File: config.mk
export PLATFORM = sky130hd
export DESIGN_NAME = sound_length_unit_flat
export DESIGN_NICKNAME = d
export VERILOG_FILES = /design/src/rtl/sound_length_if.sv /design/src/rtl/sound_length_unit.sv /design/src/flat_wrapper.sv
export SDC_FILE = /design/constraint.sdc
export NUM_CORES = 1
export LEC_CHECK = 0
export ABC_AREA = 1
export CORE_MARGIN = 2
export CORE_UTILIZATION = 60
export DETAILED_ROUTE_END_ITERATION = 8
export PLACE_DENSITY = 0.88
export REMOVE_ABC_BUFFERS = 1
export SLEW_MARGIN = 20
export SYNTH_ARGS = -nofsm -noshare
export SYNTH_HDL_FRONTEND = slang
export SYNTH_SLANG_ARGS = --single-unit
File: constraint.sdc
create_clock -name clk -period 4.03 [get_ports clk]
set_input_delay 1.0075 -clock clk [delete_from_list [all_inputs] [get_ports clk]]
set_output_delay 1.0075 -clock clk [all_outputs]
set_load 0.02 [all_outputs]
File: src/rtl/sound_length_if.sv
// Register-file side of the APU length-counter unit: NRx1/NRx4 strobes in,
// channel enable / remaining count / expiry pulse out.
interface sound_length_if #(
  parameter int NCH   = 3,
  parameter int WIDTH = 6
);
  logic                     len_tick;
  logic                     seq_phase;
  logic [NCH-1:0]           load;
  logic [NCH*WIDTH-1:0]     load_data;
  logic [NCH-1:0]           nrx4_wr;
  logic [NCH-1:0]           len_en_val;
  logic [NCH-1:0]           trig_val;
  logic [NCH-1:0]           dac_on;
  logic [NCH-1:0]           enable;
  logic [NCH*(WIDTH+1)-1:0] remaining;
  logic [NCH-1:0]           expire;

  modport master (
    output len_tick, seq_phase, load, load_data, nrx4_wr, len_en_val, trig_val, dac_on,
    input  enable, remaining, expire
  );

  modport slave (
    input  len_tick, seq_phase, load, load_data, nrx4_wr, len_en_val, trig_val, dac_on,
    output enable, remaining, expire
  );
endinterface

File: src/rtl/sound_length_unit.sv
// Multi-channel DMG-style length counter: load, tick, NRx4 write and DAC gate
// are evaluated as one ordered combinational chain per channel every cycle.
module sound_length_unit #(
  parameter int NCH   = 3,
  parameter int WIDTH = 6
) (
  input  logic           clk,
  input  logic           rst_n,
  sound_length_if.slave  bus
);

  localparam int CW = WIDTH + 1;
  localparam logic [CW-1:0] CNT_FULL = {1'b1, {WIDTH{1'b0}}};
  localparam logic [CW-1:0] CNT_ONE  = {{WIDTH{1'b0}}, 1'b1};

  logic [CW-1:0]  cnt_q [NCH];
  logic [CW-1:0]  cnt_d [NCH];
  logic [NCH-1:0] len_en_q, len_en_d;
  logic [NCH-1:0] enable_q, enable_d;
  logic [NCH-1:0] expire_q, expire_d;

  always_comb begin
    for (int i = 0; i < NCH; i++) begin
      cnt_d[i]    = cnt_q[i];
      len_en_d[i] = len_en_q[i];
      enable_d[i] = enable_q[i];
      expire_d[i] = 1'b0;

      // a load wins over a same-cycle length tick
      if (bus.load[i]) begin
        cnt_d[i] = CNT_FULL - {1'b0, bus.load_data[i*WIDTH +: WIDTH]};
      end else if (bus.len_tick && len_en_q[i] && (cnt_d[i] != '0)) begin
        cnt_d[i] = cnt_d[i] - CNT_ONE;
        if (cnt_d[i] == '0) begin
          enable_d[i] = 1'b0;
          expire_d[i] = 1'b1;
        end
      end

      if (bus.nrx4_wr[i]) begin
        // enabling length in the non-clocking half of the period costs one step
        if (!len_en_q[i] && bus.len_en_val[i] && bus.seq_phase && (cnt_d[i] != '0)) begin
          cnt_d[i] = cnt_d[i] - CNT_ONE;
          if ((cnt_d[i] == '0) && !bus.trig_val[i]) begin
            enable_d[i] = 1'b0;
            expire_d[i] = 1'b1;
          end
        end
        if (bus.trig_val[i]) begin
          enable_d[i] = 1'b1;
          expire_d[i] = 1'b0;
          if (cnt_d[i] == '0) begin
            cnt_d[i] = (bus.len_en_val[i] && bus.seq_phase) ? (CNT_FULL - CNT_ONE) : CNT_FULL;
          end
        end
        len_en_d[i] = bus.len_en_val[i];
      end

      if (!bus.dac_on[i]) begin
        enable_d[i] = 1'b0;
      end
    end
  end

  always_ff @(posedge clk or negedge rst_n) begin
    if (!rst_n) begin
      for (int i = 0; i < NCH; i++) begin
        cnt_q[i] <= '0;
      end
      len_en_q <= '0;
      enable_q <= '0;
      expire_q <= '0;
    end else begin
      for (int i = 0; i < NCH; i++) begin
        cnt_q[i] <= cnt_d[i];
      end
      len_en_q <= len_en_d;
      enable_q <= enable_d;
      expire_q <= expire_d;
    end
  end

  assign bus.enable = enable_q;
  assign bus.expire = expire_q;

  for (genvar g = 0; g < NCH; g++) begin : g_rem
    assign bus.remaining[g*CW +: CW] = cnt_q[g];
  end

endmodule

File: src/flat_wrapper.sv
// flat-port wrapper written by rule: the top's interface ports become plain ports
module sound_length_unit_flat 
#(
  parameter int NCH   = 3,
  parameter int WIDTH = 6
)
  (clk, rst_n, bus_len_tick, bus_seq_phase, bus_load, bus_load_data, bus_nrx4_wr, bus_len_en_val, bus_trig_val, bus_dac_on, bus_enable, bus_remaining, bus_expire);
  sound_length_if #(.NCH(NCH), .WIDTH(WIDTH)) bus_i ();
  input  logic clk;
  input  logic rst_n;
  input wire logic [$bits(bus_i.len_tick)-1:0] bus_len_tick;
  input wire logic [$bits(bus_i.seq_phase)-1:0] bus_seq_phase;
  input wire logic [$bits(bus_i.load)-1:0] bus_load;
  input wire logic [$bits(bus_i.load_data)-1:0] bus_load_data;
  input wire logic [$bits(bus_i.nrx4_wr)-1:0] bus_nrx4_wr;
  input wire logic [$bits(bus_i.len_en_val)-1:0] bus_len_en_val;
  input wire logic [$bits(bus_i.trig_val)-1:0] bus_trig_val;
  input wire logic [$bits(bus_i.dac_on)-1:0] bus_dac_on;
  output wire logic [$bits(bus_i.enable)-1:0] bus_enable;
  output wire logic [$bits(bus_i.remaining)-1:0] bus_remaining;
  output wire logic [$bits(bus_i.expire)-1:0] bus_expire;
  assign bus_i.len_tick = bus_len_tick;
  assign bus_i.seq_phase = bus_seq_phase;
  assign bus_i.load = bus_load;
  assign bus_i.load_data = bus_load_data;
  assign bus_i.nrx4_wr = bus_nrx4_wr;
  assign bus_i.len_en_val = bus_len_en_val;
  assign bus_i.trig_val = bus_trig_val;
  assign bus_i.dac_on = bus_dac_on;
  assign bus_enable = bus_i.enable;
  assign bus_remaining = bus_i.remaining;
  assign bus_expire = bus_i.expire;
  sound_length_unit #(.NCH(NCH), .WIDTH(WIDTH)) u_core (.clk(clk), .rst_n(rst_n), .bus(bus_i));
endmodule
# Yosys cells after proc, flatten, opt, wreduce, memory -nomap -nowiden
# Index checks and enable logic that the tools add are counted.
[totals]
reg_bits = 30
elab_cells = 128
[classes]
add_sub_neg = 9
muxes = 69
n_reduce_logical = 42
[op_table]
columns = ["operator", "n"]
rows = [
  ["2-to-1 mux 7 bit", 24],
  ["logical NOT 7 bit", 9],
  ["2-to-1 mux 1 bit", 45],
  ["nonzero test 7 bit", 6],
  ["subtractor 7 x 1 -> 7 bit (second input constant)", 6],
  ["logical AND 1 bit", 21],
  ["subtractor 7 x 6 -> 7 bit (first input constant)", 3],
  ["logical NOT 1 bit", 6],
]

# Longest topological paths before layout
[depth]
word_depth = 12
depth_mapped = 21
depth_no_buf = 20

# Least setup slack after synthesis
# No wires, ideal clock.
[synth_timing]
path_type = "input -> register"
startpoint = "input port bus_len_tick"
endpoint = "register u_core.cnt_q (netlist bit u_core.bus.remaining[10])"
setup_ns = 0.073
arrival_time_ns = 2.859
t_required_ns = 3.957
slack_ns = 1.098
cell_stages = 18
path_buffers = 1
cell_sequence = "nand2_1 -> inv_1 -> nand2_2 -> buf_6 -> nand2_1 -> nand3_1 -> nand2_2 -> inv_1 -> ha_1 -> a21boi_1 -> nand3_4 -> nand2_4 -> nand2_1 -> o21ai_2 -> nand2_1 -> nor2_4 -> nand3_4 -> a21oi_2"
[synth_rtl]
columns = ["element", "line", "text"]
rows = [
  ["from (decl)", "flat_wrapper.sv:11", "input wire logic [$bits(bus_i.len_tick)-1:0] bus_len_tick;"],
  ["to (signal, indexed assignment)", "sound_length_unit.sv:75", "cnt_q[i] <= cnt_d[i];"],
  ["to (decl)", "sound_length_unit.sv:16", "logic [CW-1:0] cnt_q [NCH];"],
]

==> results.tsv <==
metric	value	unit
outcome	finished, final reports clean	
clock_power_share	18.5	%
drive_gt1_share	14.07	%
powerDensity	285.0	nW/um^2
nets	779	
p_comb_share	52.8	%
slew_headroom	67.78	%
cap_violations	0	
yosys_warnings	0	
vias	4604	
grt_overflow_total	0	
post_drt_wl_per_cell	13.74	microns
avgSynthCellArea	6.083	sq um
hold_depth	2	
period_needed	3590	ps
critPathLaunchType	input pin	
clk_path_buf_depth	2	
grt_max_degree	31	
ys_types	32	
dp_hpwl	8900	microns
antenna_found_initial	0	
cp.arrival	3800	ps
maxSlewViolCount	0	
timing.fmax	278.5	MHz
antenna_cells	0	
gp_congestion	1.051	
fp.dieH	85.68	microns
cts-resized-gates	0	
wl	11020	microns
cts_root_buf	clkbuf_8	
drc_errors	0	
syn_to_final_growth	20.04	%
yosys-top-cells-count	205 x nand2_1, 77 x inv_1, 76 x nor2_1	
p_sw	628.0	uW
synth.yosys.seq_area_share	18.76	%
die-area	7340	sq um
finalSetupTns	0	ps
finalPower	1369	uW
critical_path_class	in -> reg	
rsz0062_at_grt	false	
synth_largest_area_cell	nand2_1	
grt_pass1_vias	4317	
ys_top_cells_by_area	nand2_1 19%, dfrtp_1 19%, nand3_1 9.4%	
setup_violations	0	
cts_tree	built	
cts_inserted_buffers	5	
clkSinkCount	30	
critPathMaxFanout	11	
post_cts_buffers	0	
io_buffers	63	
ios	64	
syn_area	4003	sq um
finClkSkew	10.51	ps
postCtsHoldBufs	0	
p_int	741.4	uW
start_util	62.68	%
seqPwrFrac	28.7	%
drtAntennaViolNets	0	
period_share	89.09	%
synth.most_common_cell	nand2_1	
async_flop_share	100.0	%
synth-edff-count	0	
swShare	45.86	%
tightest_slew	481.5	ps
track_usage	30.71	%
required	4240	ps
synth_seq_cells	30	
timing_hold_violations_final	0	
viasPerCell	5.741	
n_fill_cell	521	
synthCells	658	
core_area	6386	sq um
placement_rows	29	
die_w	85.68	microns
first_pass_iters	5	
drt_first_iter_violations	309	
clk_pin_slew	70	ps
htreeDepth	2	
synth_top_cell_area_share	19.22	%
insertion_delay	280	ps
endpoint_kind	flop	
hold_class	reg -> reg	
reg2reg_depth	20	
irDropWorstVdd	0.0002405	V
dominantRegCellSynth	dfrtp_1	
p_leak	0.002382	uW
grt_pass1_wl	18700	microns
final timing paths:
kind | startpoint | end | slack [ps]
worst max register to register | u_core.bus.remaining[7] | u_core.bus.remaining[10] | 830
worst min register to register | u_core.len_en_q[1] | u_core.len_en_q[1] | 510
max in group asynchronous | rst_n | u_core.bus.remaining[7] | 2650
worst min-delay path | u_core.len_en_q[1] | u_core.len_en_q[1] | 510
worst max-delay path | bus_len_tick | u_core.bus.remaining[17] | 440
min in group asynchronous | rst_n | u_core.bus.remaining[20] | 1110
critical path, cell delays in order:
cell,delay [ps]
clkdlybuf4s50_1,530
nand2_1,150
inv_1,180
nand2_4,130
nand2_1,80
nand3_1,100
nand2_2,150
inv_1,100
ha_1,230
a21boi_2,180
nand3_4,120
nand2_4,100
nand2_1,130
nand3_2,90
nor2_2,190
nand3_4,160
a21oi_2,170
metrics by stage:
stage / instance area (sq um) / std cells / utilization, % / hold slack [ps] / worst slack, ps
after global placement: 4710 / 794 / 73.75 / 493.6 / 304.2
after detailed placement: 4710 / 794 / 73.75 / 491.2 / 175.5
after floorplan: 3953 / 650 / - / 464.0 / 1126
after global routing: 4805 / 802 / 75.24 / 538.0 / 234.4
after CTS: 4805 / 802 / 75.24 / 506.9 / 465.1
final: 4805 / 802 / 75.24 / 510.3 / 439.7
layout make-up:
| cell class | count | area [sq um] | area share (%) |
|---|---|---|---|
| Clock inverter | 2 | 12.51 | 0.2604 |
| Clock buffer | 6 | 82.58 | 1.719 |
| Inverter | 83 | 311.5 | 6.484 |
| Tap cell | 77 | 96.34 | 2.005 |
| Multi-Input combinational cell | 537 | 2890 | 60.16 |
| Sequential cell | 30 | 750.7 | 15.62 |
| Timing Repair Buffer | 67 | 660.6 | 13.75 |
per-layer routing:
layer  global-route usage (%)  routed length (microns)  vias up
met3                    3.946                      710       40
met5                        0                        0        -
met4                    10.68                      320        0
met1                    38.06                     4597     2108
met2                    54.76                     5388      201
li1                         -                        -     2255
power groups by stage:
stage / sequential [uW] / combinational (uW) / clock, uW
after global routing: 397 / 799 / 273
after floorplan: 422 / 450 / 0
after detailed placement: 396 / 711 / 0
final: 393 / 723 / 254
after CTS: 391 / 715 / 256
after global placement: 395 / 688 / 0
placed cells by master (no fill, tap or decap), types with 6 or more instances in the layout:
cell	instances
clkbuf_8	6
a21oi_1	26
clkdlybuf4s50_1	63
nor2_2	9
nand2_1	205
nand4_1	20
inv_1	77
nand2_2	25
nand3_4	7
nor2_4	14
ha_1	18
a21oi_2	18
nor2_1	76
nand3_1	75
nand3_2	7
o21ai_0	12
dfrtp_1	30
kinds of logic (layout without fill, tap and decap cells):
| group | Yosys count | after routing | synth area share (%) |
|---|---|---|---|
| AOI/OAI and AO/OA | 65 | 65 | 10.41 |
| DFF | 30 | 30 | 18.76 |
| xor gates and xnor gates | 4 | 4 | 0.8752 |
| and+or+nand+nor | 450 | 450 | 55.30 |
| adders and majority gates | 18 | 18 | 5.627 |
| buffers and inverters | 91 | 158 | 9.034 |
registers in the layout, summed over array words and instances (netlist names):
name / cells
u_core.bus.remaining: 21
u_core.bus.enable: 3
u_core.bus.expire: 3
u_core.len_en_q: 3
No activity file was read; power rests on OpenSTA's default activity.
